**src/rtl/spi_slave_ctrl_pkg.sv**
```systemverilog
// Shared types and constants for the SPI slave protocol controller:
// FSM state encoding, default frame widths and frame opcodes.
package spi_ctrl_pkg;

  localparam int SPI_RX_WIDTH = 10;
  localparam int SPI_TX_WIDTH = 8;

  // Opcode carried in rx_data[9:8]
  localparam logic [1:0] OP_WR_ADDR = 2'b00;
  localparam logic [1:0] OP_WR_DATA = 2'b01;
  localparam logic [1:0] OP_RD_ADDR = 2'b10;
  localparam logic [1:0] OP_RD_DATA = 2'b11;

  typedef enum logic [2:0] {
    IDLE      = 3'd0,
    CHK_CMD   = 3'd1,
    WRITE     = 3'd2,
    READ_ADD  = 3'd3,
    READ_DATA = 3'd4
  } spi_state_t;

endpackage

```
**src/rtl/spi_slave_ctrl_if.sv**
```systemverilog
// Pin-side and memory-side signals of the SPI slave controller.
// slave modport: the controller; master modport: whatever drives the pins
// and the memory reply (SPI master plus RAM model).
interface spi_slave_ctrl_if #(
  parameter int RX_WIDTH = 10,
  parameter int TX_WIDTH = 8
) ();

  logic                SS_n;
  logic                MOSI;
  logic                MISO;
  logic [RX_WIDTH-1:0] rx_data;
  logic                rx_valid;
  logic [TX_WIDTH-1:0] tx_data;
  logic                tx_valid;

  modport slave (
    input  SS_n, MOSI, tx_data, tx_valid,
    output MISO, rx_data, rx_valid
  );

  modport master (
    output SS_n, MOSI, tx_data, tx_valid,
    input  MISO, rx_data, rx_valid
  );

endinterface

```
**src/rtl/spi_slave_ctrl_tx_shifter.sv**
```systemverilog
// MISO reply shifter: loads a TX_WIDTH-bit reply, presents it MSB first on a
// registered MISO, one bit per clock, then returns MISO to 0. An abort clears
// everything so MISO is 0 on the following cycle.
module spi_tx_shifter #(
  parameter int TX_WIDTH = 8
) (
  input  logic                clk,
  input  logic                rst_n,
  input  logic                load_i,
  input  logic [TX_WIDTH-1:0] data_i,
  input  logic                abort_i,
  output logic                miso_o,
  output logic                mid_reply_o
);

  localparam int CNT_W = $clog2(TX_WIDTH + 1);
  localparam logic [CNT_W-1:0] CNT_FULL = CNT_W'(TX_WIDTH);

  // cnt_q = number of reply bits placed on MISO so far (0..TX_WIDTH)
  logic [TX_WIDTH-1:0] sr_q,   sr_d;
  logic [CNT_W-1:0]    cnt_q,  cnt_d;
  logic                busy_q, busy_d;
  logic                miso_q, miso_d;

  // Next-state: abort wins, then load, then shift out remaining bits
  always_comb begin
    sr_d   = sr_q;
    cnt_d  = cnt_q;
    busy_d = busy_q;
    miso_d = 1'b0;
    if (abort_i) begin
      sr_d   = '0;
      cnt_d  = '0;
      busy_d = 1'b0;
    end else if (load_i) begin
      sr_d   = data_i << 1;
      miso_d = data_i[TX_WIDTH-1];
      cnt_d  = CNT_W'(1);
      busy_d = 1'b1;
    end else if (busy_q) begin
      if (cnt_q < CNT_FULL) begin
        miso_d = sr_q[TX_WIDTH-1];
        sr_d   = sr_q << 1;
        cnt_d  = cnt_q + CNT_W'(1);
      end else begin
        cnt_d  = '0;
        busy_d = 1'b0;
      end
    end
  end

  // Shifter state and registered MISO
  always_ff @(posedge clk or negedge rst_n) begin
    if (!rst_n) begin
      sr_q   <= '0;
      cnt_q  <= '0;
      busy_q <= 1'b0;
      miso_q <= 1'b0;
    end else begin
      sr_q   <= sr_d;
      cnt_q  <= cnt_d;
      busy_q <= busy_d;
      miso_q <= miso_d;
    end
  end

  assign miso_o      = miso_q;
  // Reply started but not all bits have completed their cycle on MISO
  assign mid_reply_o = busy_q && (cnt_q < CNT_FULL);

endmodule

```
**src/rtl/spi_slave_ctrl.sv**
```systemverilog
// SPI slave protocol controller: decodes the command bit, collects frames
// into rx_data, tracks the read-address/read-data phase and launches the
// MISO reply once memory returns tx_data.
// Optional feature macro: SPI_CTRL_FRAME_ERR_EN adds the frame_err output,
// a one-cycle pulse when SS_n ends a frame or a reply prematurely.
module spi_slave_ctrl
  import spi_ctrl_pkg::*;
#(
  parameter int RX_WIDTH = SPI_RX_WIDTH,
  parameter int TX_WIDTH = SPI_TX_WIDTH
) (
  input  logic            clk,
  input  logic            rst_n,
  spi_slave_ctrl_if.slave bus
`ifdef SPI_CTRL_FRAME_ERR_EN
  ,
  output logic            frame_err
`endif
);

  localparam int CNT_W = $clog2(RX_WIDTH);
  // bit_cnt_q counts payload bits after the command bit; the edge seen with
  // CNT_LAST captures bit 0, and CNT_DONE marks a finished frame.
  localparam logic [CNT_W-1:0] CNT_LAST = CNT_W'(RX_WIDTH - 2);
  localparam logic [CNT_W-1:0] CNT_DONE = CNT_W'(RX_WIDTH - 1);

  spi_state_t          state_q, state_d;
  logic [CNT_W-1:0]    bit_cnt_q, bit_cnt_d;
  logic [RX_WIDTH-2:0] shift_q, shift_d;
  logic [RX_WIDTH-1:0] rx_data_q, rx_data_d;
  logic                rx_valid_q, rx_valid_d;
  logic                rd_addr_done_q, rd_addr_done_d;
  logic                awaiting_q, awaiting_d;
  logic                in_frame;
  logic                tx_load;
  logic                tx_abort;
  logic                tx_miso;
  logic                tx_mid_reply;

  assign in_frame = (state_q == WRITE) || (state_q == READ_ADD) || (state_q == READ_DATA);

  // Next-state and datapath decode for the frame FSM
  always_comb begin
    state_d        = state_q;
    bit_cnt_d      = bit_cnt_q;
    shift_d        = shift_q;
    rx_data_d      = rx_data_q;
    rx_valid_d     = 1'b0;
    rd_addr_done_d = rd_addr_done_q;
    awaiting_d     = awaiting_q;
    tx_load        = 1'b0;
    tx_abort       = bus.SS_n && (state_q != IDLE);
    case (state_q)
      IDLE: begin
        bit_cnt_d = '0;
        if (!bus.SS_n) state_d = CHK_CMD;
      end
      CHK_CMD: begin
        bit_cnt_d = '0;
        shift_d   = {{(RX_WIDTH-2){1'b0}}, bus.MOSI};
        if (bus.SS_n)           state_d = IDLE;
        else if (!bus.MOSI)     state_d = WRITE;
        else if (!rd_addr_done_q) state_d = READ_ADD;
        else                    state_d = READ_DATA;
      end
      WRITE, READ_ADD, READ_DATA: begin
        if (bit_cnt_q < CNT_DONE) begin
          shift_d   = {shift_q[RX_WIDTH-3:0], bus.MOSI};
          bit_cnt_d = bit_cnt_q + CNT_W'(1);
          if (bit_cnt_q == CNT_LAST) begin
            // Completing edge: frame counts even if SS_n rises right here
            rx_data_d  = {shift_q, bus.MOSI};
            rx_valid_d = 1'b1;
            if (state_q == READ_ADD) rd_addr_done_d = 1'b1;
            if (state_q == READ_DATA) begin
              rd_addr_done_d = 1'b0;
              awaiting_d     = 1'b1;
            end
          end
        end else if ((state_q == READ_DATA) && awaiting_q && bus.tx_valid &&
                     !bus.SS_n && !tx_mid_reply) begin
          tx_load    = 1'b1;
          awaiting_d = 1'b0;
        end
        if (bus.SS_n) begin
          state_d    = IDLE;
          bit_cnt_d  = '0;
          awaiting_d = 1'b0;
        end
      end
      default: begin
        state_d   = IDLE;
        bit_cnt_d = '0;
      end
    endcase
  end

  // FSM, frame collection and read-phase tracking registers
  always_ff @(posedge clk or negedge rst_n) begin
    if (!rst_n) begin
      state_q        <= IDLE;
      bit_cnt_q      <= '0;
      shift_q        <= '0;
      rx_data_q      <= '0;
      rx_valid_q     <= 1'b0;
      rd_addr_done_q <= 1'b0;
      awaiting_q     <= 1'b0;
    end else begin
      state_q        <= state_d;
      bit_cnt_q      <= bit_cnt_d;
      shift_q        <= shift_d;
      rx_data_q      <= rx_data_d;
      rx_valid_q     <= rx_valid_d;
      rd_addr_done_q <= rd_addr_done_d;
      awaiting_q     <= awaiting_d;
    end
  end

  spi_tx_shifter #(
    .TX_WIDTH (TX_WIDTH)
  ) u_tx_shifter (
    .clk         (clk),
    .rst_n       (rst_n),
    .load_i      (tx_load),
    .data_i      (bus.tx_data),
    .abort_i     (tx_abort),
    .miso_o      (tx_miso),
    .mid_reply_o (tx_mid_reply)
  );

  assign bus.MISO     = tx_miso;
  assign bus.rx_data  = rx_data_q;
  assign bus.rx_valid = rx_valid_q;

`ifdef SPI_CTRL_FRAME_ERR_EN
  logic frame_err_q, frame_err_d;

  // Flag SS_n rising on an unfinished frame or an unfinished reply
  always_comb begin
    frame_err_d = 1'b0;
    if (bus.SS_n) begin
      if (state_q == CHK_CMD)                          frame_err_d = 1'b1;
      else if (in_frame && (bit_cnt_q < CNT_LAST))     frame_err_d = 1'b1;
      else if ((state_q == READ_DATA) && tx_mid_reply) frame_err_d = 1'b1;
    end
  end

  // One-cycle frame_err pulse register
  always_ff @(posedge clk or negedge rst_n) begin
    if (!rst_n) frame_err_q <= 1'b0;
    else        frame_err_q <= frame_err_d;
  end

  assign frame_err = frame_err_q;
`else
  logic unused_in_frame;
  assign unused_in_frame = in_frame;
`endif

endmodule

```
**src/flat_wrapper.sv**
```systemverilog
// flat-port wrapper written by rule: the top's interface ports become plain ports
module spi_slave_ctrl_flat import spi_ctrl_pkg::*;
#(
  parameter int RX_WIDTH = SPI_RX_WIDTH,
  parameter int TX_WIDTH = SPI_TX_WIDTH
)
  (clk, rst_n, bus_SS_n, bus_MOSI, bus_tx_data, bus_tx_valid, bus_MISO, bus_rx_data, bus_rx_valid);
  spi_slave_ctrl_if #(.RX_WIDTH(RX_WIDTH), .TX_WIDTH(TX_WIDTH)) bus_i ();
  input  logic clk;
  input  logic rst_n;
  input wire logic [$bits(bus_i.SS_n)-1:0] bus_SS_n;
  input wire logic [$bits(bus_i.MOSI)-1:0] bus_MOSI;
  input wire logic [$bits(bus_i.tx_data)-1:0] bus_tx_data;
  input wire logic [$bits(bus_i.tx_valid)-1:0] bus_tx_valid;
  output wire logic [$bits(bus_i.MISO)-1:0] bus_MISO;
  output wire logic [$bits(bus_i.rx_data)-1:0] bus_rx_data;
  output wire logic [$bits(bus_i.rx_valid)-1:0] bus_rx_valid;
  assign bus_i.SS_n = bus_SS_n;
  assign bus_i.MOSI = bus_MOSI;
  assign bus_i.tx_data = bus_tx_data;
  assign bus_i.tx_valid = bus_tx_valid;
  assign bus_MISO = bus_i.MISO;
  assign bus_rx_data = bus_i.rx_data;
  assign bus_rx_valid = bus_i.rx_valid;
  spi_slave_ctrl #(.RX_WIDTH(RX_WIDTH), .TX_WIDTH(TX_WIDTH)) u_core (.clk(clk), .rst_n(rst_n), .bus(bus_i));
endmodule
```
**config.mk**
```make
export PLATFORM = sky130hd
export DESIGN_NAME = spi_slave_ctrl_flat
export DESIGN_NICKNAME = d
export VERILOG_FILES = /design/src/rtl/spi_slave_ctrl_pkg.sv /design/src/rtl/spi_slave_ctrl_if.sv /design/src/rtl/spi_slave_ctrl_tx_shifter.sv /design/src/rtl/spi_slave_ctrl.sv /design/src/flat_wrapper.sv
export SDC_FILE = /design/constraint.sdc
export NUM_CORES = 1
export LEC_CHECK = 0
export CORE_UTILIZATION = 30
export CTS_CLUSTER_DIAMETER = 60
export CTS_CLUSTER_SIZE = 24
export DETAILED_ROUTE_END_ITERATION = 8
export GPL_TIMING_DRIVEN = 0
export PLACE_DENSITY_LB_ADDON = 0.05
export SLEW_MARGIN = 10
export SYNTH_ARGS = -nofsm -noshare
export SYNTH_HDL_FRONTEND = slang
export SYNTH_HIERARCHICAL = 1
export SYNTH_SLANG_ARGS = --single-unit
```
**constraint.sdc**
```tcl
create_clock -name clk -period 2.89 [get_ports clk]
set_clock_uncertainty 0.1 [all_clocks]
set_input_delay 0.867 -clock clk [delete_from_list [all_inputs] [get_ports clk]]
set_output_delay 0.867 -clock clk [all_outputs]
set_load 0.02 [all_outputs]
```
==> impl_metrics.yaml <==
global_route:
  antenna_found_initial: 0
  grt_start_max_net_pins: 26
  grt_usage_pct: 15.1
  grt_pass1_wl_um: 9920
  first_global_vias: 1882
  grt.overflow.total: 0
clocking:
  cts_root_buf: "clkbuf_8"
  insertion_delay_ns: 0.30
  htreeDepth: 2
  clk_pin_slew_ns: 0.09
  clockBufferDepth: 2
  post_cts_buffers: 0
  numCtsBuffers: 5
  cts.sinks: 42
  hold_buffers: 0
  cts_tree: "built"
  ctsResizeCount: 0
finish:
  final_util_pct: 38.0
  antenna_cells: 0
  nNetsFinal: 296
  area_growth_pct: 21.4
  drive_gt1_share_pct: 18.5
  finalNonFillerCells: 383
drt:
  totalWireLength_um: 5740
  firstDrtPassIters: 4
  via_per_inst: 4.96
  vias: 1898
  wire_per_inst_um: 15.0
  first_iter_violations: 87
  antenna_left: 0
  drc: 0
die:
  ios: 25
  rows: 32
  dieArea_um2: 8470
  dieWidth_um: 92.0
  core_area_um2: 7770
  start_util_pct: 31.3
  die_y_um: 92.0
synth:
  ys_seq_area_share_pct: 43.2
  async_reset_ff_share_pct: 100
  synth.most_common_cell: "dfrtp_1"
  synth_top_flop_cell: "dfrtp_1"
  synth-seq-cells: 42
  synthTopCellsByArea: "dfrtp_1, nor2_1, mux2_4, a21oi_1, nor3_1"
  synth-edff-count: 0
  syn-num-nets: 264
  synth_top_area_share_pct: 43.2
  yosysTopAreaCell: "dfrtp_1"
  syn_area_um2: 2430
  yosys_warnings: 6
  netlist_instances: 248
  yosysUniqueCellTypes: 51
  syn_area_per_cell_um2: 9.81
  ys_top_cells_by_count: "dfrtp_1, nor2_1, a21oi_1, nor3_1, nand2_1"
setup_path:
  crit_required_ns: 2.98
  cp_max_fo: 10
  critPathLaunchType: "input pin"
  arrival_ns: 2.79
  crit_type: "input pin to register"
  crit_path_end_kind: "register"
timing:
  hold_violations: 0
  final-setup-viol-count: 0
  tns_ns: 0
  slew_headroom_pct: 66.4
  report.final.slew_viol_count: 0
  tightestPinTransition_ns: 0.505
  fmax_mhz: 371
  finalCritPeriodShare_pct: 93.3
  period_needed_ns: 2.70
  rsz0062_at_grt: "no"
placed_design:
  place_congestion: 0.723
  dp_cells: 375
  post-dp-hpwl_um: 3900
  port_buffers: 24
power_and_ir_drop:
  leakage_uw: 0.00124
  power_density_nw_per_um2: 628
  ir_worst_vdd_mv: 0.203
  power_uw: 1860
flow_run:
  cap_viol_max_count: 0
outcome:
  status: "complete, no violations"
min_path:
  hp-class: "input pin to asynchronous set/reset pin"
==> registers in the layout, indices dropped and copies added (netlist names) <==
| name | cells |
|---|---|
| u_core/awaiting_q | 1 |
| u_core/bit_cnt_q | 4 |
| u_core/bus.rx_data | 10 |
| u_core/bus.rx_valid | 1 |
| u_core/rd_addr_done_q | 1 |
| u_core/shift_q | 9 |
| u_core/state_q | 3 |
| u_core/u_tx_shifter/busy_q | 1 |
| u_core/u_tx_shifter/cnt_q | 4 |
| u_core/u_tx_shifter/miso_o | 1 |
| u_core/u_tx_shifter/sr_q | 7 |
==> power breakdown <==
group          switching [uW]  internal, uW  total, uW
clock                     229           347        575
sequential                123           673        796
combinational             265           219        484
total                     617          1240       1860
==> critical path: stages <==
cell and delay (ns):
clkdlybuf4s50_1 0.54, nor4bb_1 0.34, nand4_1 0.15, inv_1 0.08, buf_4 0.15, buf_2 0.22, nor2_1 0.08, a2111oi_2 0.36
==> stage by stage <==
step                setup slack, ns  hold WS, ns  cell area [um2]
finish                        0.192        0.403             2950
global route                 0.0174        0.431             2950
CTS                           0.158        0.416             2950
detailed placement           -0.149        0.397             2820
global placement             -0.511        0.393             2800
floorplan                     0.681        0.363             2430
==> worst paths after layout <==
check	start	to	slack, ns	cells past startpoint
worst max register to register	u_core/u_tx_shifter/busy_q$_DFF_PN0_	u_core/u_tx_shifter/sr_q[3]$_DFFE_PN0P_	0.48	10
worst max-delay path	bus_SS_n	u_core/u_tx_shifter/sr_q[3]$_DFFE_PN0P_	0.19	8
max in group asynchronous	rst_n	u_core/u_tx_shifter/sr_q[1]$_DFFE_PN0P_	1.79	2
min in group clk	u_core/bus.rx_data[2]$_DFFE_PN0P_	u_core/bus.rx_data[2]$_DFFE_PN0P_	0.41	1
worst min-delay path	rst_n	u_core/bus.rx_data[5]$_DFFE_PN0P_	0.40	1
worst min register to register	u_core/bus.rx_data[2]$_DFFE_PN0P_	u_core/bus.rx_data[2]$_DFFE_PN0P_	0.41	1
==> cell type report <==
type / instances / area (um2)
fillers: 796 / 4810
inverters: 6 / 22.5
plain buffers: 20 / 163
flip-flops and latches: 42 / 1050
multi-input cells: 180 / 1200
repair buffers: 25 / 255
clock buffers: 5 / 68.8
well taps: 102 / 128
clock inverters: 3 / 68.8
==> placed cells by master (no fill, tap or decap), drive strengths merged, types with 8 or more instances in the layout <==
master and count:
a211o 8, a21oi 20, buf 20, clkdlybuf4s50 23
dfrtp 42, mux2 10, nand2 17, nor2 39
nor2b 10, nor3 19, nor4 8
==> metal layers <==
layer | vias to the layer above | wire [um] | share of wire (%) | global-route usage [%]
li1 | 944 | - | - | -
met1 | 919 | 2970 | 52 | 21.6
met2 | 28 | 2530 | 44 | 22.6
met3 | 7 | 167 | 2.9 | 2.74
met4 | 0 | 78 | 1.4 | 5.08
met5 | - | 0 | 0 | 0
==> kinds of logic (layout without fill, tap and decap cells) <==
family,count (synthesis),count (layout),synth area share (%)
and+or+nand+nor,110,110,23.8
AOI/OAI and AO/OA,53,53,16.3
DFF,42,42,43.2
buffers and inverters,26,59,7.61
muxes,12,12,6.84
adders and majority gates,3,3,1.54
xor gates and xnor gates,2,2,0.720
Note: power is estimated with default switching activity, not from simulation.
